**src/rtl/guess_round_if.sv**
```systemverilog
// Handshake/scoring bundle between the round sequencer and the
// entry/display side of the LED guessing game.
interface guess_round_if;
    logic        start;
    logic        submit;
    logic [11:0] guess_code;
    logic        guess_enable;
    logic [2:0]  exact_cnt;
    logic [7:0]  hint;
    logic [3:0]  tries_used;
    logic        win;
    logic        lose;
    logic        blink_phase;
    logic [11:0] secret_out;

    modport master (
        output start, submit, guess_code,
        input  guess_enable, exact_cnt, hint, tries_used,
        input  win, lose, blink_phase, secret_out
    );

    modport slave (
        input  start, submit, guess_code,
        output guess_enable, exact_cnt, hint, tries_used,
        output win, lose, blink_phase, secret_out
    );
endinterface

```
**src/rtl/guess_round_ctrl.sv**
```systemverilog
// Round sequencer: LFSR secret, guess scoring, win/lose, blink phase.
// Optional GUESS_REVEAL_EN exposes the secret while in LOSE.
module guess_round_ctrl #(
    parameter int          MAX_TRIES = 8,
    parameter int          BLINK_DIV = 25000000,
    parameter logic [15:0] LFSR_SEED = 16'hACE1
) (
    input  logic          clk,
    input  logic          rst_n,
    guess_round_if.slave  bus
);
    localparam int CW = (BLINK_DIV > 1) ? $clog2(BLINK_DIV) : 1;

    typedef enum logic [2:0] {
        S_IDLE, S_PLAY, S_CHECK, S_WIN, S_LOSE
    } state_t;

    state_t        r_state;
    state_t        w_next;
    logic [15:0]   r_lfsr;
    logic [11:0]   r_secret;
    logic [11:0]   r_guess_q;
    logic [2:0]    r_exact;
    logic [7:0]    r_hint;
    logic [3:0]    r_tries;
    logic          r_en;
    logic          r_win;
    logic          r_lose;
    logic          r_blink;
    logic [CW-1:0] r_bcnt;
    logic [2:0]    w_exact;
    logic [7:0]    w_hint;
    logic [3:0]    w_tries_inc;
    logic          w_fb;
    logic          w_idle_like;

    assign w_fb = r_lfsr[15] ^ r_lfsr[13] ^ r_lfsr[12] ^ r_lfsr[10];
    assign w_tries_inc = r_tries + 4'd1;
    assign w_idle_like = (r_state == S_IDLE) || (r_state == S_WIN) ||
                         (r_state == S_LOSE);

    always_comb begin
        w_exact = '0;
        w_hint  = '0;
        for (int i = 0; i < 4; i++) begin
            if (r_guess_q[3*i +: 3] == r_secret[3*i +: 3])
                w_exact = w_exact + 3'd1;
            else if (r_guess_q[3*i +: 3] < r_secret[3*i +: 3])
                w_hint[2*i +: 2] = 2'b01;
            else
                w_hint[2*i +: 2] = 2'b10;
        end
    end

    always_comb begin
        w_next = r_state;
        unique case (r_state)
            S_IDLE, S_WIN, S_LOSE:
                if (bus.start) w_next = S_PLAY;
            S_PLAY:
                if (bus.submit) w_next = S_CHECK;
            S_CHECK:
                if (w_exact == 3'd4)
                    w_next = S_WIN;
                else if (w_tries_inc == 4'(MAX_TRIES))
                    w_next = S_LOSE;
                else
                    w_next = S_PLAY;
            default:
                w_next = S_IDLE;
        endcase
    end

    always_ff @(posedge clk or negedge rst_n) begin
        if (!rst_n) r_state <= S_IDLE;
        else        r_state <= w_next;
    end

    // State flags are registered from the next state so they line up
    // with the score update on the same edge.
    always_ff @(posedge clk or negedge rst_n) begin
        if (!rst_n) begin
            r_lfsr    <= LFSR_SEED;
            r_secret  <= '0;
            r_guess_q <= '0;
            r_exact   <= '0;
            r_hint    <= '0;
            r_tries   <= '0;
            r_en      <= 1'b0;
            r_win     <= 1'b0;
            r_lose    <= 1'b0;
        end else begin
            r_lfsr <= {r_lfsr[14:0], w_fb};
            r_en   <= (w_next == S_PLAY);
            r_win  <= (w_next == S_WIN);
            r_lose <= (w_next == S_LOSE);
            if (w_idle_like && bus.start) begin
                r_secret <= r_lfsr[11:0];
                r_tries  <= '0;
                r_exact  <= '0;
                r_hint   <= '0;
            end
            if (r_state == S_PLAY && bus.submit)
                r_guess_q <= bus.guess_code;
            if (r_state == S_CHECK) begin
                r_exact <= w_exact;
                r_hint  <= w_hint;
                r_tries <= w_tries_inc;
            end
        end
    end

    always_ff @(posedge clk or negedge rst_n) begin
        if (!rst_n) begin
            r_bcnt  <= '0;
            r_blink <= 1'b0;
        end else if (r_bcnt == CW'(BLINK_DIV - 1)) begin
            r_bcnt  <= '0;
            r_blink <= ~r_blink;
        end else begin
            r_bcnt <= r_bcnt + CW'(1);
        end
    end

`ifdef GUESS_REVEAL_EN
    logic [11:0] r_secret_out;

    always_ff @(posedge clk or negedge rst_n) begin
        if (!rst_n) r_secret_out <= '0;
        else        r_secret_out <= (w_next == S_LOSE) ? r_secret : '0;
    end

    assign bus.secret_out = r_secret_out;
`else
    assign bus.secret_out = '0;
`endif

    assign bus.guess_enable = r_en;
    assign bus.exact_cnt    = r_exact;
    assign bus.hint         = r_hint;
    assign bus.tries_used   = r_tries;
    assign bus.win          = r_win;
    assign bus.lose         = r_lose;
    assign bus.blink_phase  = r_blink;
endmodule

```
**src/flat_wrapper.sv**
```systemverilog
// flat-port wrapper written by rule: the top's interface ports become plain ports
module guess_round_ctrl_flat 
#(
    parameter int          MAX_TRIES = 8,
    parameter int          BLINK_DIV = 25000000,
    parameter logic [15:0] LFSR_SEED = 16'hACE1
)
  (clk, rst_n, bus_start, bus_submit, bus_guess_code, bus_guess_enable, bus_exact_cnt, bus_hint, bus_tries_used, bus_win, bus_lose, bus_blink_phase, bus_secret_out);
  guess_round_if bus_i ();
  input  logic clk;
  input  logic rst_n;
  input wire logic [$bits(bus_i.start)-1:0] bus_start;
  input wire logic [$bits(bus_i.submit)-1:0] bus_submit;
  input wire logic [$bits(bus_i.guess_code)-1:0] bus_guess_code;
  output wire logic [$bits(bus_i.guess_enable)-1:0] bus_guess_enable;
  output wire logic [$bits(bus_i.exact_cnt)-1:0] bus_exact_cnt;
  output wire logic [$bits(bus_i.hint)-1:0] bus_hint;
  output wire logic [$bits(bus_i.tries_used)-1:0] bus_tries_used;
  output wire logic [$bits(bus_i.win)-1:0] bus_win;
  output wire logic [$bits(bus_i.lose)-1:0] bus_lose;
  output wire logic [$bits(bus_i.blink_phase)-1:0] bus_blink_phase;
  output wire logic [$bits(bus_i.secret_out)-1:0] bus_secret_out;
  assign bus_i.start = bus_start;
  assign bus_i.submit = bus_submit;
  assign bus_i.guess_code = bus_guess_code;
  assign bus_guess_enable = bus_i.guess_enable;
  assign bus_exact_cnt = bus_i.exact_cnt;
  assign bus_hint = bus_i.hint;
  assign bus_tries_used = bus_i.tries_used;
  assign bus_win = bus_i.win;
  assign bus_lose = bus_i.lose;
  assign bus_blink_phase = bus_i.blink_phase;
  assign bus_secret_out = bus_i.secret_out;
  guess_round_ctrl #(.MAX_TRIES(MAX_TRIES), .BLINK_DIV(BLINK_DIV), .LFSR_SEED(LFSR_SEED)) u_core (.clk(clk), .rst_n(rst_n), .bus(bus_i));
endmodule
```
**config.mk**
```make
export PLATFORM = sky130hd
export DESIGN_NAME = guess_round_ctrl_flat
export DESIGN_NICKNAME = d
export VERILOG_FILES = /design/src/rtl/guess_round_if.sv /design/src/rtl/guess_round_ctrl.sv /design/src/flat_wrapper.sv
export SDC_FILE = /design/constraint.sdc
export NUM_CORES = 1
export LEC_CHECK = 0
export BUFFER_PORTS_ARGS = -buffer_cell sky130_fd_sc_hd__buf_2
export CORE_ASPECT_RATIO = 1.5
export CORE_MARGIN = 10
export CORE_UTILIZATION = 62
export DETAILED_ROUTE_END_ITERATION = 12
export PLACE_DENSITY = 0.84
export SLEW_MARGIN = 10
export SYNTH_ARGS = -nofsm -noshare
export SYNTH_HDL_FRONTEND = slang
export SYNTH_SLANG_ARGS = --single-unit
```
**constraint.sdc**
```tcl
create_clock -name clk -period 5 [get_ports clk]
set_input_delay 0.25 -clock clk [delete_from_list [all_inputs] [get_ports clk]]
set_output_delay 0.25 -clock clk [all_outputs]
set_load 0.02 [all_outputs]
```
======== Yosys cells after proc, flatten, opt, wreduce, memory -nomap -nowiden ========
Index checks and enable logic that the tools add are counted.
operators by class
  reductions and logical operators ........ 7
  add/sub/neg operators ................... 5
  eq/ne operators ......................... 14
  order comparisons ....................... 4
  bitwise logic cells ..................... 4
  muxes and demuxes ....................... 24
operators by type and width
  operator                                                         number
  3-bit two-way mux                                                9
  25-bit by 1-bit adder with 25-bit output, second input constant  1
  25-bit == test, second input constant                            1
  25-bit two-way mux                                               1
  2-bit two-way mux                                                8
  8-bit two-way mux                                                2
  3-bit == test                                                    4
  3-bit < comparator                                               4
  3-bit by 2-bit == test with 1-bit output, second input constant  3
  3-bit == test, second input constant                             3
  3-bit case mux with 3 select lines                               1
  4-bit two-way mux                                                2
  3-bit by 1-bit adder with 3-bit output, second input constant    2
  3-bit by 1-bit == test with 1-bit output, second input constant  2
  4-bit by 1-bit adder with 4-bit output, second input constant    1
  4-bit == test, second input constant                             1
  3-bit zero test                                                  1
  3-bit OR reduction                                               1
  1-bit XOR                                                        3
  1-bit by 1-bit adder with 2-bit output, second input constant    1
  1-bit logical AND                                                2
  1-bit logical OR                                                 2
  2-bit nonzero test                                               1
  1-bit two-way mux                                                1
  1-bit NOT                                                        1
word-level totals
  logic and storage cells ................. 70
  bits in registers ....................... 87
  bits of input ports ..................... 16
  output and inout bits ................... 31

======== Longest topological paths before layout ========
Gate-level depths: netlist of run 1.
  depth in word-level cells ............... 12
  mapped depth ............................ 12
  depth with buffers taken out ............ 12

======== Worst setup path after synthesis of run 1 ========
OpenSTA, ideal clock, no wires.
  path kind ............................... register -> register
  start point ............................. reg u_core.r_guess_q[1]
  end point ............................... reg u_core.r_en (netlist: u_core.bus.guess_enable)
  required time ........................... 4.871 ns
  cell stages (with the launch flop) ...... 10
  path slack .............................. 2.685 ns
  data arrival time ....................... 2.186 ns
  setup time .............................. 0.129 ns
  period minus slack after synthesis ...... 2.315 ns
  path through ............................ dfrtp_1 > ha_1 > nand3_1 > ha_1 > xnor2_1 > ha_1 > nor3b_1 > a32o_1 > a22o_1 > a21oi_1
between the ends
  cells in the longest elaborated chain, start to end .. 12
ends and longest elaborated chain
  element                                     RTL line                 source
  start, declared                             guess_round_ctrl.sv:22   logic [11:0] r_guess_q;
  start signal, assigned                      guess_round_ctrl.sv:104  r_guess_q <= bus.guess_code;
  3-bit == test *                             guess_round_ctrl.sv:46   if (r_guess_q[3*i +: 3] == r_secret[3*i +: 3])
  1-bit two-way mux *                         guess_round_ctrl.sv:46
  1-bit by 1-bit adder with 2-bit output      guess_round_ctrl.sv:47   w_exact = w_exact + 3'd1;
  3-bit two-way mux *                         guess_round_ctrl.sv:46
  3-bit by 1-bit adder with 3-bit output      guess_round_ctrl.sv:47
  3-bit two-way mux *                         guess_round_ctrl.sv:46
  3-bit by 1-bit adder with 3-bit output      guess_round_ctrl.sv:47
  3-bit two-way mux *                         guess_round_ctrl.sv:46
  3-bit == test *                             guess_round_ctrl.sv:63   if (w_exact == 3'd4)
  3-bit two-way mux *                         guess_round_ctrl.sv:63
  3-bit case mux with 3 select lines *        guess_round_ctrl.sv:57   unique case (r_state)
  via u_core.w_next[1]                        guess_round_ctrl.sv:19   state_t w_next;
  3-bit by 1-bit == test with 1-bit output *  guess_round_ctrl.sv:94   r_en <= (w_next == S_PLAY);
  end signal, assigned                        guess_round_ctrl.sv:94
  end, declared                               guess_round_ctrl.sv:26   logic r_en;
The timed path passes the listed nets; every way through them passes the cells marked *.
A chain may end at the register's enable or synchronous reset.

======== Final worst setup path of run 1 ========
  start point ............................. reg u_core.r_guess_q[2]
  end point ............................... reg u_core.r_en (netlist: u_core.bus.guess_enable)
Same word-level chain as after synthesis.

==> results of run 1 <==
==> sequential cells by signal, indices dropped and copies added (netlist names) <==
signal	flops
u_core.bus.lose	1
u_core.r_guess_q	12
u_core.bus.blink_phase	1
u_core.bus.exact_cnt	3
u_core.r_secret	12
u_core.bus.win	1
u_core.bus.hint	8
u_core.bus.tries_used	4
u_core.bus.guess_enable	1
u_core.r_lfsr	16
u_core.r_bcnt	25
u_core.r_state	3
==> through the flow <==
step / cell area [sq um] / power, uW
after floorplan: 4110 / 1310
after detailed placement: 4230 / 1460
after global placement: 4230 / 1420
after global routing: 4490 / 2170
final: 4490 / 2050
after CTS: 4480 / 2060
==> cells in the mapped netlist (6+ instances only) <==
cell	n	area share, %
dfrtp_1	79	49
nand2_1	28	2.6
nand3_1	28	3.4
nor2_1	25	2.3
mux2_2	20	5.5
o21ai_0	19	2.3
xor2_1	19	4.1
ha_1	18	5.5
inv_1	16	1.5
buf_4	13	2.4
xnor2_1	9	1.9
dfstp_2	8	5.2
nand2b_1	7	1.1
and3_1	6	0.92
nor2b_1	6	0.92
o31ai_1	6	1.1
==> power groups by stage <==
| stage | registers, uW | logic (uW) | clock network [uW] |
|---|---|---|---|
| 2_1_floorplan | 910 | 400 | 0 |
| 3_3_place_gp | 871 | 553 | 0 |
| 3_5_place_dp | 879 | 580 | 0 |
| 4_1_cts | 866 | 586 | 605 |
| 5_1_grt | 877 | 667 | 630 |
| 6_report | 866 | 583 | 598 |
==> kinds of logic (layout without fill, tap and decap cells) <==
family / after synthesis / after routing / synth area share (%)
AND/OR/NAND/NOR: 126 / 126 / 17.5
flip-flops: 87 / 87 / 53.8
AO/OA/AOI/OAI: 37 / 37 / 5.72
buffers and inverters: 37 / 66 / 5.05
XOR/XNOR: 28 / 28 / 6.03
multiplexers: 23 / 23 / 6.28
adder cells (fa/ha/maj): 18 / 18 / 5.54
other: 1 / 12 / 0.0922
==> critical path, stage by stage, from the launching register on <==
cell and delay (ns):
dfrtp_1 0.39, ha_1 0.31, nand3_1 0.13, ha_1 0.36
xnor2_1 0.30, ha_1 0.30, nor3b_1 0.18, a32o_1 0.26
a22o_1 0.17, a21oi_1 0.05
==> layout make-up <==
| cell class | instances | area, sq um |
|---|---|---|
| repair buffers | 34 | 173 |
| fillers | 470 | 1950 |
| multi-input cells | 244 | 1720 |
| inverters | 16 | 60.1 |
| well taps | 76 | 95.1 |
| clock buffers | 11 | 151 |
| clock inverters | 5 | 104 |
| flip-flops and latches | 87 | 2190 |
==> routing by layer <==
metal	share of wire [%]	global-route usage (%)	vias up
li1	-	-	1271
met5	0	0	-
met4	2.3	6.82	0
met1	37	15.2	1292
met3	5.0	4.50	16
met2	56	29.0	52
==> how the worst max path moves through the flow <==
stage	start	end	cells past startpoint
final	u_core.r_guess_q[2]$_DFFE_PN0P_	u_core.bus.guess_enable$_DFF_PN0_	9
after global routing	u_core.r_guess_q[4]$_DFFE_PN0P_	u_core.bus.guess_enable$_DFF_PN0_	9
after CTS	u_core.r_guess_q[2]$_DFFE_PN0P_	u_core.bus.guess_enable$_DFF_PN0_	9
after detailed placement	u_core.r_guess_q[2]$_DFFE_PN0P_	u_core.bus.guess_enable$_DFF_PN0_	9
after global placement	u_core.r_guess_q[5]$_DFFE_PN0P_	u_core.bus.guess_enable$_DFF_PN0_	9
after floorplan	u_core.r_guess_q[1]$_DFFE_PN0P_	u_core.bus.guess_enable$_DFF_PN0_	9
==> key figures, run 1 <==
Status
  – Outcome: complete, no violations

Placed design
  – Port bufs: 34
  – Detailed-placement wirelength estimate: 5.43 mm
  – Placer Congestion: 0.815
  – Place WS: 2.41 ns
  – Placed insts: 457

Floorplan
  – Floorplan row count: 36
  – Top Ports: 47
  – Die area: roughly 0.010 sq mm
  – Initial Utilization: a little over three fifths
  – Die Y: 119 um
  – Die Wd: 86.1 um
  – CORE AREA: 0.00644 sq mm

Detailed routing
  – Detailed-route DRC error count: 0
  – Vias: 2,631
  – Pre-antenna DRT Iters: 4
  – Post-route antenna net violation count: 0
  – Wire per inst: 16.1 um
  – Vias/cell: about 5.6
  – Detailed-route wire length: 7.61 mm
  – DR iter-0 viols: 61

Clock network
  – Worst skew pair latency: ~0.36 ns
  – CTS Sinks: 87
  – TritonCTS clock tree: built
  – Resize count post-CTS: 0
  – CTS Buf Count: 9
  – Clock-pin slew on the worst setup and hold paths: 0.08 ns
  – Post-CTS setup buffers: 0
  – Root Driver: clkbuf_8
  – # hold bufs at CTS: 0
  – Max H-tree Level: 3
  – CTS max path bufs: 2

Finish
  – Most common cell after layout, fill and taps aside: dfrtp_1
  – Final cell count without fillers: around 470
  – Share of cells above drive strength 1: between 20% and 30%
  – Synthesis-to-finish area growth: 10.5%
  – # diodes: 0
  – Final core occ: a little over two thirds
  – Most frequent cells in the layout: dfrtp_1 (79), buf_2 (33), nand3_1 (28), nand2_1 (28), nor2_1 (25)
  – # nets final: 426

STA
  – Slew Limit Fails: 0
  – Hold Vio Cnt, Final: 0
  – Max Freq: 386 MHz
  – Worst Max-Slew Pin Slew: around 1.0 ns
  – Min Tclk post-route: 2.59 ns
  – Final period utilization: ~52%
  – Final setup viols: 0
  – Unrepaired setup endpoints after global routing: false
  – Setup TNS: 0 ns
  – Slew headroom: 31.4%
  – Worst clock skew: 0.0140 ns
  – Setup ws final: 2.41 ns
  – Final Hold Slack: 0.0798 ns

Yosys
  – Synthesized netlist cell count: 357
  – Post-synth EDFFs: 0
  – Primary FF master, synth: dfrtp_1
  – Synth Warn #: 0
  – Post-synth design cell area: 0.00407 sq mm
  – FFs w/ async S/R, synth: 100%
  – Synth unique cells: 46
  – Seq/Total Area, Yosys: 53.8%
  – #FFs+latches synth: 87
  – Syn_area_per_cell: 11.4 sq um

Global routing
  – GRT overflow: 0
  – Largest net degree at the start of global routing: 88
  – Gr usage total: roughly 16%
  – First-pass GRT wire length: 12.9 mm
  – Vias in the first global route: 2,796
  – Initial antenna violation count: 0

Pwr
  – Peak VDD IR: 0.255 mV
  – Gate power share: 28.5%
  – Internal Power: 1390 uW
  – Switching pwr: ~660 uW
  – Leak Pwr: 0.00220 uW
  – Clock network power share: 29.2%
  – Sw Share: 32.2%
  – Power per Cell Area: about 460 mW/mm^2
  – Part of the power in registers: 42.3%

Setup path
  – R2R Setup Slk: roughly 2.4 ns
  – Crit path required time: 5.23 ns
  – CP Capture Type: register
  – R2r startpoint: u_core.r_guess_q[2]$_DFFE_PN0P_
  – Reg2Reg Depth: 9
  – Worst Path Max Fanout: 5
  – Worst setup SP type: register
  – WS Path Type: reg2reg
  – R2R Path End: u_core.bus.guess_enable$_DFF_PN0_
  – Arr. time, crit path: roughly 2.8 ns

Flow run
  – Max cap viols: 0

Hold path
  – Min-delay worst type: in2async
Note: power is estimated with default switching activity, not from simulation.
==> run 2: changes to the inputs <==
--- a/config.mk
+++ b/config.mk
@@ -8,9 +8,9 @@
 export BUFFER_PORTS_ARGS = -buffer_cell sky130_fd_sc_hd__buf_2
 export CORE_ASPECT_RATIO = 1.5
 export CORE_MARGIN = 10
-export CORE_UTILIZATION = 62
+export CORE_UTILIZATION = 58
 export DETAILED_ROUTE_END_ITERATION = 12
-export PLACE_DENSITY = 0.84
+export PLACE_DENSITY = 0.79
 export SLEW_MARGIN = 10
 export SYNTH_ARGS = -nofsm -noshare
 export SYNTH_HDL_FRONTEND = slang
==> constraint.sdc (replaced) <==
create_clock -name clk -period 2.4 [get_ports clk]
set_input_delay 0.12 -clock clk [delete_from_list [all_inputs] [get_ports clk]]
set_output_delay 0.12 -clock clk [all_outputs]
set_load 0.02 [all_outputs]
==> run 2 against run 1 <==
- sequential share of layout area down 2.9 points
- worst hold slack worse by 0.064 ns
- global-route usage rose by 0.19 points
- largest cell class unchanged
- sequential cell count did not move
- count of clock-buffer cells in the layout is 1 lower
- power grew 120%
- critical path depth did not move
- sequential power grew 110%
- fmax rose by 14%
- register-to-register slack worse by 2.3 ns
- design area increased by 6.4%
==> key figures, run 2 (synthesized netlist as in run 1, its figures left out) <==
Floorplan
  – Initial Utilization: 59.3% (-3.8 points)
  – Die Y: 123 um (+2.8%)
  – Die Wd: 88.4 um (+2.6%)
  – Die area: 0.0108 sq mm (+5.5%)
  – CORE AREA: 0.00685 sq mm (+6.4%)
  – Top Ports: 47 (unchanged)
  – Floorplan row count: 37 (+2.8%)

Pwr
  – Power per Cell Area: 937 mW/mm^2 (+110%)
  – Peak VDD IR: 0.487 mV (+91%)
  – Leak Pwr: 0.00229 uW (+4.0%)

STA
  – Final setup viols: 0 (unchanged)
  – Final Hold Slack: 0.0157 ns (-0.0642 ns)
  – Unrepaired setup endpoints after global routing: false
  – Worst Max-Slew Pin Slew: 0.616 ns (-0.414 ns)
  – Final period utilization: 94.5% (+43 points)
  – Max Freq: 441 MHz (+14%)
  – Slew Limit Fails: 0 (unchanged)
  – Worst clock skew: 0.0127 ns (-0.00132 ns)
  – Min Tclk post-route: 2.27 ns (-0.321 ns)
  – Slew headroom: 58.9% (+28 points)
  – Hold Vio Cnt, Final: 0 (unchanged)

Setup path
  – Crit path required time: 2.67 ns (-2.56 ns)
  – Worst Path Max Fanout: 5 (unchanged)
  – Worst setup SP type: register
  – WS Path Type: reg2reg
  – CP Capture Type: register
  – Reg2Reg Depth: 9 (unchanged)
  – Arr. time, crit path: 2.54 ns (-0.28 ns)

Finish
  – Synthesis-to-finish area growth: 17.6%
  – Share of cells above drive strength 1: 28.2% (+5.1 points)
  – # diodes: 0 (unchanged)
  – Most common cell after layout, fill and taps aside: dfrtp_1
  – Most frequent cells in the layout: dfrtp_1 (79), buf_2 (33), nand2_1 (28), nand3_1 (26), nor2_1 (25)
  – Fillers: 476 (+1.3%)
  – Fin area: 0.00478 sq mm (+6.4%)
  – Biggest regs: u_core.r_bcnt (25), u_core.r_lfsr (16)
  – Top reg by flops: u_core.r_bcnt
  – Area of the multi-input gates: 0.00187 sq mm (+8.8%)
  – Sequential Area: 0.00219 sq mm (unchanged)
  – Max FFs per register: 25 (unchanged)
  – # nets final: 447 (+4.9%)

Placed design
  – Placer Congestion: 0.844 (+3.5%)
  – Detailed-placement wirelength estimate: 5.68 mm (+4.6%)
  – Port bufs: 34 (unchanged)
  – Dpl cell area: 0.00430 sq mm (+1.6%)

Detailed routing
  – Pre-antenna DRT Iters: 4 (unchanged)
  – Post-route antenna net violation count: 0 (unchanged)
  – DR iter-0 viols: 126 (+110%)
  – Detailed-route wire length: 8.24 mm (+8.3%)
  – Vias: 2,757 (+4.8%)
  – Wire per inst: 16.6 um (+3.3%)
  – Vias/cell: 5.56 (about the same)
  – Detailed-route DRC error count: 0 (unchanged)

Hold path
  – Min-delay worst type: in2reg
  – Hold path cells: 3

Clock network
  – TritonCTS clock tree: built
  – CTS max path bufs: 2 (unchanged)
  – CTS Sinks: 87 (unchanged)
  – CTS Buf Count: 9 (unchanged)
  – Max H-tree Level: 3 (unchanged)
  – Root Driver: clkbuf_8
  – Worst skew pair latency: 0.36 ns (about the same)
  – Clock-pin slew on the worst setup and hold paths: 0.09 ns (about the same)

Global routing
  – Initial antenna violation count: 0 (unchanged)
  – First-pass GRT wire length: 13.4 mm (+3.3%)
  – GRT overflow: 0 (unchanged)
  – Gr usage total: 15.8% (+0.19 points)
  – Vias in the first global route: 2,847 (+1.8%)
  – Largest net degree at the start of global routing: 50 (-43%)

Status
  – Outcome: complete, no violations

Flow run
  – Max cap viols: 0 (unchanged)
run 2: cell count changes in the layout (fill, tap and decap cells not counted), moves of 2 or more:
cell           change
inv_1              -3
clkbuf_8           -2
bufinv_16          -2
inv_2              +3
o21ai_2            +2
ha_1               -8
clkinv_2           +2
dlygate4sd3_1     +12
buf_4              +8
nand3_1            -2
ha_4               +8
nand3_4            +2
run 2: power breakdown:
group          switching (uW)  internal (uW)  total (uW)
registers                 151           1670        1820
clock network             512            479         991
logic                     908            762        1670
total                    1570           2910        4480
run 2: worst paths after layout:
| check | from | to | slack, ns |
|---|---|---|---|
| setup / recovery | u_core.r_guess_q[5]$_DFFE_PN0P_ | u_core.bus.win$_DFF_PN0_ | 0.13 |
| min in group asynchronous | rst_n | u_core.r_guess_q[8]$_DFFE_PN0P_ | 0.26 |
| hold / removal | bus_guess_code[0] | u_core.r_guess_q[0]$_DFFE_PN0P_ | 0.02 |
| max in group asynchronous | rst_n | u_core.r_lfsr[15]$_DFF_PN1_ | 1.46 |
| hold reg to reg | u_core.r_lfsr[14]$_DFF_PN0_ | u_core.r_lfsr[15]$_DFF_PN1_ | 0.36 |
| setup reg to reg | u_core.r_guess_q[5]$_DFFE_PN0P_ | u_core.bus.win$_DFF_PN0_ | 0.13 |
run 2: metal layers:
metal  vias to the layer above  GRT usage, %  routed length [um]
li1                       1313             -                   -
met1                      1344          16.5                3070
met2                        77          28.7                4480
met3                        23          3.91                 439
met4                         0          7.20                 253
met5                         -             0                   0
run 2: stage by stage:
step	setup TNS [ns]	utilization, %	setup WS, ns	total power [uW]	instances
6_report	0	69.8	0.133	4480	496
5_1_grt	0	69.8	0.0273	4750	496
4_1_cts	0	67.8	0.0392	4220	494
3_5_place_dp	-0.303	62.7	-0.125	3130	466
3_3_place_gp	0	62.7	0.0330	3050	466
2_1_floorplan	0	-	0.0851	2730	368
run 2: what timing repair did:
item,CTS,global route
hold buffers,12,0
endpoints found under the setup margin,6,6
resized for setup,6,16
setup buffers,0,2
pin swaps,0,4
endpoints found under the hold margin,45,0
run 2: cell type report:
cell class / count / share of cell area (%)
multi-input cells: 244 / 39.2
clock inverters: 6 / 1.28
flip-flops and latches: 87 / 45.8
repair buffers: 55 / 7.80
clock buffers: 10 / 2.67
well taps: 78 / 2.04
inverters: 16 / 1.26
run 2: worst max-delay path, cell delays in order (launching register included):
cell	delay, ns
dfrtp_1	0.42
ha_4	0.30
nand3_4	0.10
ha_4	0.32
xnor2_4	0.13
ha_4	0.23
nor3b_2	0.20
a32o_2	0.21
nor2_1	0.06
a211oi_1	0.20
==> run 3: changes to the inputs <==
--- a/config.mk
+++ b/config.mk
@@ -6,7 +6,6 @@
 export NUM_CORES = 1
 export LEC_CHECK = 0
 export BUFFER_PORTS_ARGS = -buffer_cell sky130_fd_sc_hd__buf_2
-export CORE_ASPECT_RATIO = 1.5
 export CORE_MARGIN = 10
 export CORE_UTILIZATION = 58
 export DETAILED_ROUTE_END_ITERATION = 12
==> run 3 against run 2 <==
- count of clock-buffer cells in the layout fell by 1
- worst hold slack got worse by 0.0031 ns
- register-to-register slack worse by 0.04 ns
- clock power increased by 9%
- sequential share of layout area increased by 0.72 points
- critical path type unchanged
- largest cell class unchanged
==> key figures, run 3 (synthesized netlist as in run 1, its figures left out) <==
Global routing
  – First-pass GRT wire length: 13.2 mm (-1.0%)
  – Largest net degree at the start of global routing: 88 (+76%)
  – Met3 Usage GRT: 3.84% (-0.071 points)
  – GR Util met2: 23.2% (-5.6 points)
  – Initial antenna violation count: 0 (unchanged)
  – Vias in the first global route: 2,804 (-1.5%)
  – Met1 usage: 18.6% (+2.0 points)
  – GRT overflow: 0 (unchanged)
  – Busiest grt layer: met2
  – Gr usage total: 14.5% (-1.3 points)

Placed design
  – Detailed-placement wirelength estimate: 5.27 mm (-7.1%)
  – Port bufs: 34 (unchanged)
  – Placer Congestion: 0.806 (-4.6%)
  – Placed insts: 482 (+3.4%)
  – Place WS: -0.0694 ns (+0.0558 ns)

STA
  – Min Tclk post-route: 2.31 ns (+0.0400 ns)
  – Worst clock skew: 0.0141 ns (+0.00138 ns)
  – Final period utilization: 96.1% (+1.7 points)
  – Slew Limit Fails: 0 (unchanged)
  – Hold Vio Cnt, Final: 0 (unchanged)
  – Final setup viols: 0 (unchanged)
  – Worst Max-Slew Pin Slew: 0.729 ns (+0.113 ns)
  – Max Freq: 433 MHz (-1.7%)
  – Setup ws final: 0.0930 ns (-0.0400 ns)
  – Slew headroom: 51.4% (-7.5 points)

Detailed routing
  – Wire per inst: 15.2 um (-8.3%)
  – Detailed-route wire length: 7.73 mm (-6.2%)
  – Pre-antenna DRT Iters: 4 (unchanged)
  – Vias/cell: 5.34 (-3.9%)
  – DR iter-0 viols: 111 (-12%)
  – Detailed-route DRC error count: 0 (unchanged)
  – Post-route antenna net violation count: 0 (unchanged)
  – Vias: 2,707 (-1.8%)

Floorplan
  – Top Ports: 47 (unchanged)
  – Die Y: 104 um (-15%)
  – CORE AREA: 0.00679 sq mm (-0.84%)
  – Floorplan row count: 30 (-19%)
  – Initial Utilization: 59.8% (+0.50 points)
  – Die area: 0.0108 sq mm (-0.64%)
  – Die Wd: 104 um (+17%)

Pwr
  – Gate power share: 34.0% (-3.3 points)
  – Clock network power share: 24.7% (+2.6 points)
  – Power per Cell Area: 930 mW/mm^2 (-0.76%)
  – Part of the power in registers: 41.3% (+0.7 points)
  – Leak Pwr: 0.00227 uW (-0.91%)
  – Final total power: 4380 uW (-2.3%)
  – Peak VDD IR: 0.381 mV (-22%)
  – Sw Share: 33.6% (-1.5 points)
  – Internal Power: 2900 uW (about the same)
  – Switching pwr: 1470 uW (-6.4%)

Flow run
  – Max cap viols: 0 (unchanged)

Status
  – Outcome: complete, no violations

Clock network
  – CTS Sinks: 87 (unchanged)
  – Worst skew pair latency: 0.35 ns (about the same)
  – TritonCTS clock tree: built
  – CTS max path bufs: 2 (unchanged)
  – Clock-pin slew on the worst setup and hold paths: 0.08 ns (about the same)
  – Max H-tree Level: 3 (unchanged)
  – CTS Buf Count: 9 (unchanged)
  – Root Driver: clkbuf_8

Finish
  – # nets final: 441 (-1.3%)
  – Top reg by flops: u_core.r_bcnt
  – Max FFs per register: 25 (unchanged)
  – Fillers: 484 (+1.7%)
  – Final cell count without fillers: 507 (+2.2%)
  – Most common cell after layout, fill and taps aside: dfrtp_1
  – Biggest regs: u_core.r_bcnt (25), u_core.r_lfsr (16)
  – Share of cells above drive strength 1: 27.0% (-1.2 points)
  – Synthesis-to-finish area growth: 15.8%
  – Most frequent cells in the layout: dfrtp_1 (79), buf_2 (33), nand2_1 (28), nand3_1 (26), nor2_1 (25)
  – # diodes: 0 (unchanged)

Setup path
  – CP Capture Type: register
  – Worst setup SP type: register
  – Crit path required time: 2.68 ns (about the same)
  – WS Path Type: reg2reg
  – Worst Path Max Fanout: 5 (unchanged)
  – Arr. time, crit path: 2.58 ns (+0.04 ns)

Hold path
  – Min-delay worst type: in2reg
[run 3: cell count changes in the layout (fill, tap and decap cells not counted), sizes merged]
cell         change
clkbuf           -1
inv              -1
bufinv           +1
dlygate4sd3      -4
buf              -2
[run 3: critical path, stage by stage (launching register included)]
cell,delay [ns]
dfrtp_1,0.36
inv_1,0.08
ha_4,0.27
nand3_2,0.12
ha_4,0.25
xnor2_2,0.14
ha_2,0.34
nor3b_2,0.05
a32o_2,0.27
a22o_1,0.23
a21oi_2,0.11
[run 3: worst paths after layout]
| kind | slack [ns] | cells past startpoint | end | from |
|---|---|---|---|---|
| setup / recovery | 0.09 | 10 | u_core.bus.guess_enable$_DFF_PN0_ | u_core.r_secret[4]$_DFFE_PN0P_ |
| hold / removal | 0.01 | 2 | u_core.r_guess_q[4]$_DFFE_PN0P_ | bus_guess_code[4] |
| setup reg to reg | 0.09 | 10 | u_core.bus.guess_enable$_DFF_PN0_ | u_core.r_secret[4]$_DFFE_PN0P_ |
| hold reg to reg | 0.36 | 0 | u_core.r_lfsr[6]$_DFF_PN1_ | u_core.r_lfsr[5]$_DFF_PN1_ |
| max in group asynchronous | 1.71 | 3 | u_core.r_lfsr[7]$_DFF_PN1_ | rst_n |
| min in group asynchronous | 0.33 | 3 | u_core.r_guess_q[10]$_DFFE_PN0P_ | rst_n |
[run 3: power groups by stage]
stage / Clock, uW / Combinational (uW) / Sequential (uW)
CTS: 1100 / 1320 / 1800
finish: 1080 / 1490 / 1810
global placement: 0 / 1210 / 1810
global route: 1170 / 1650 / 1840
floorplan: 0 / 833 / 1900
detailed placement: 0 / 1260 / 1830
[run 3: area by class of cell]
class                           instances  area [sq um]  share of cell area, %
Clock buffer                            9           124                   2.63
Sequential cell                        87          2190                   46.5
Multi-Input combinational cell        244          1810                   38.5
Tap cell                               96           120                   2.55
Clock inverter                          6          86.3                   1.83
Timing Repair Buffer                   49           318                   6.75
Inverter                               16          60.1                   1.28
[run 3: layer usage]
layer  part of all wire (%)  routed length [um]  vias to the layer above
li1                       -                   -                     1301
met1                     47                3600                     1336
met2                     47                3630                       61
met3                    5.0                 389                        9
met4                    1.3                 101                        0
met5                      0                   0                        -
[run 3: metrics by stage]
stage	utilization [%]	hold slack (ns)	TNS, ns	cell area (sq um)
2_1_floorplan	-	-0.176	0	4110
6_report	69.3	0.0126	0	4710
5_1_grt	69.3	0.0147	-0.0581	4710
3_5_place_dp	63.4	0.193	-0.126	4300
4_1_cts	67.7	0.000616	0	4600
3_3_place_gp	63.4	0.188	0	4300
[run 3: timing repair]
item / CTS / global route
gates cloned: 0 / 0
endpoints found under the hold margin: 85 / 1
setup endpoints to repair: 3 / 6
buffers inserted: 0 / 2
pin swaps: 0 / 3
hold buffers: 7 / 1
resized for setup: 4 / 11
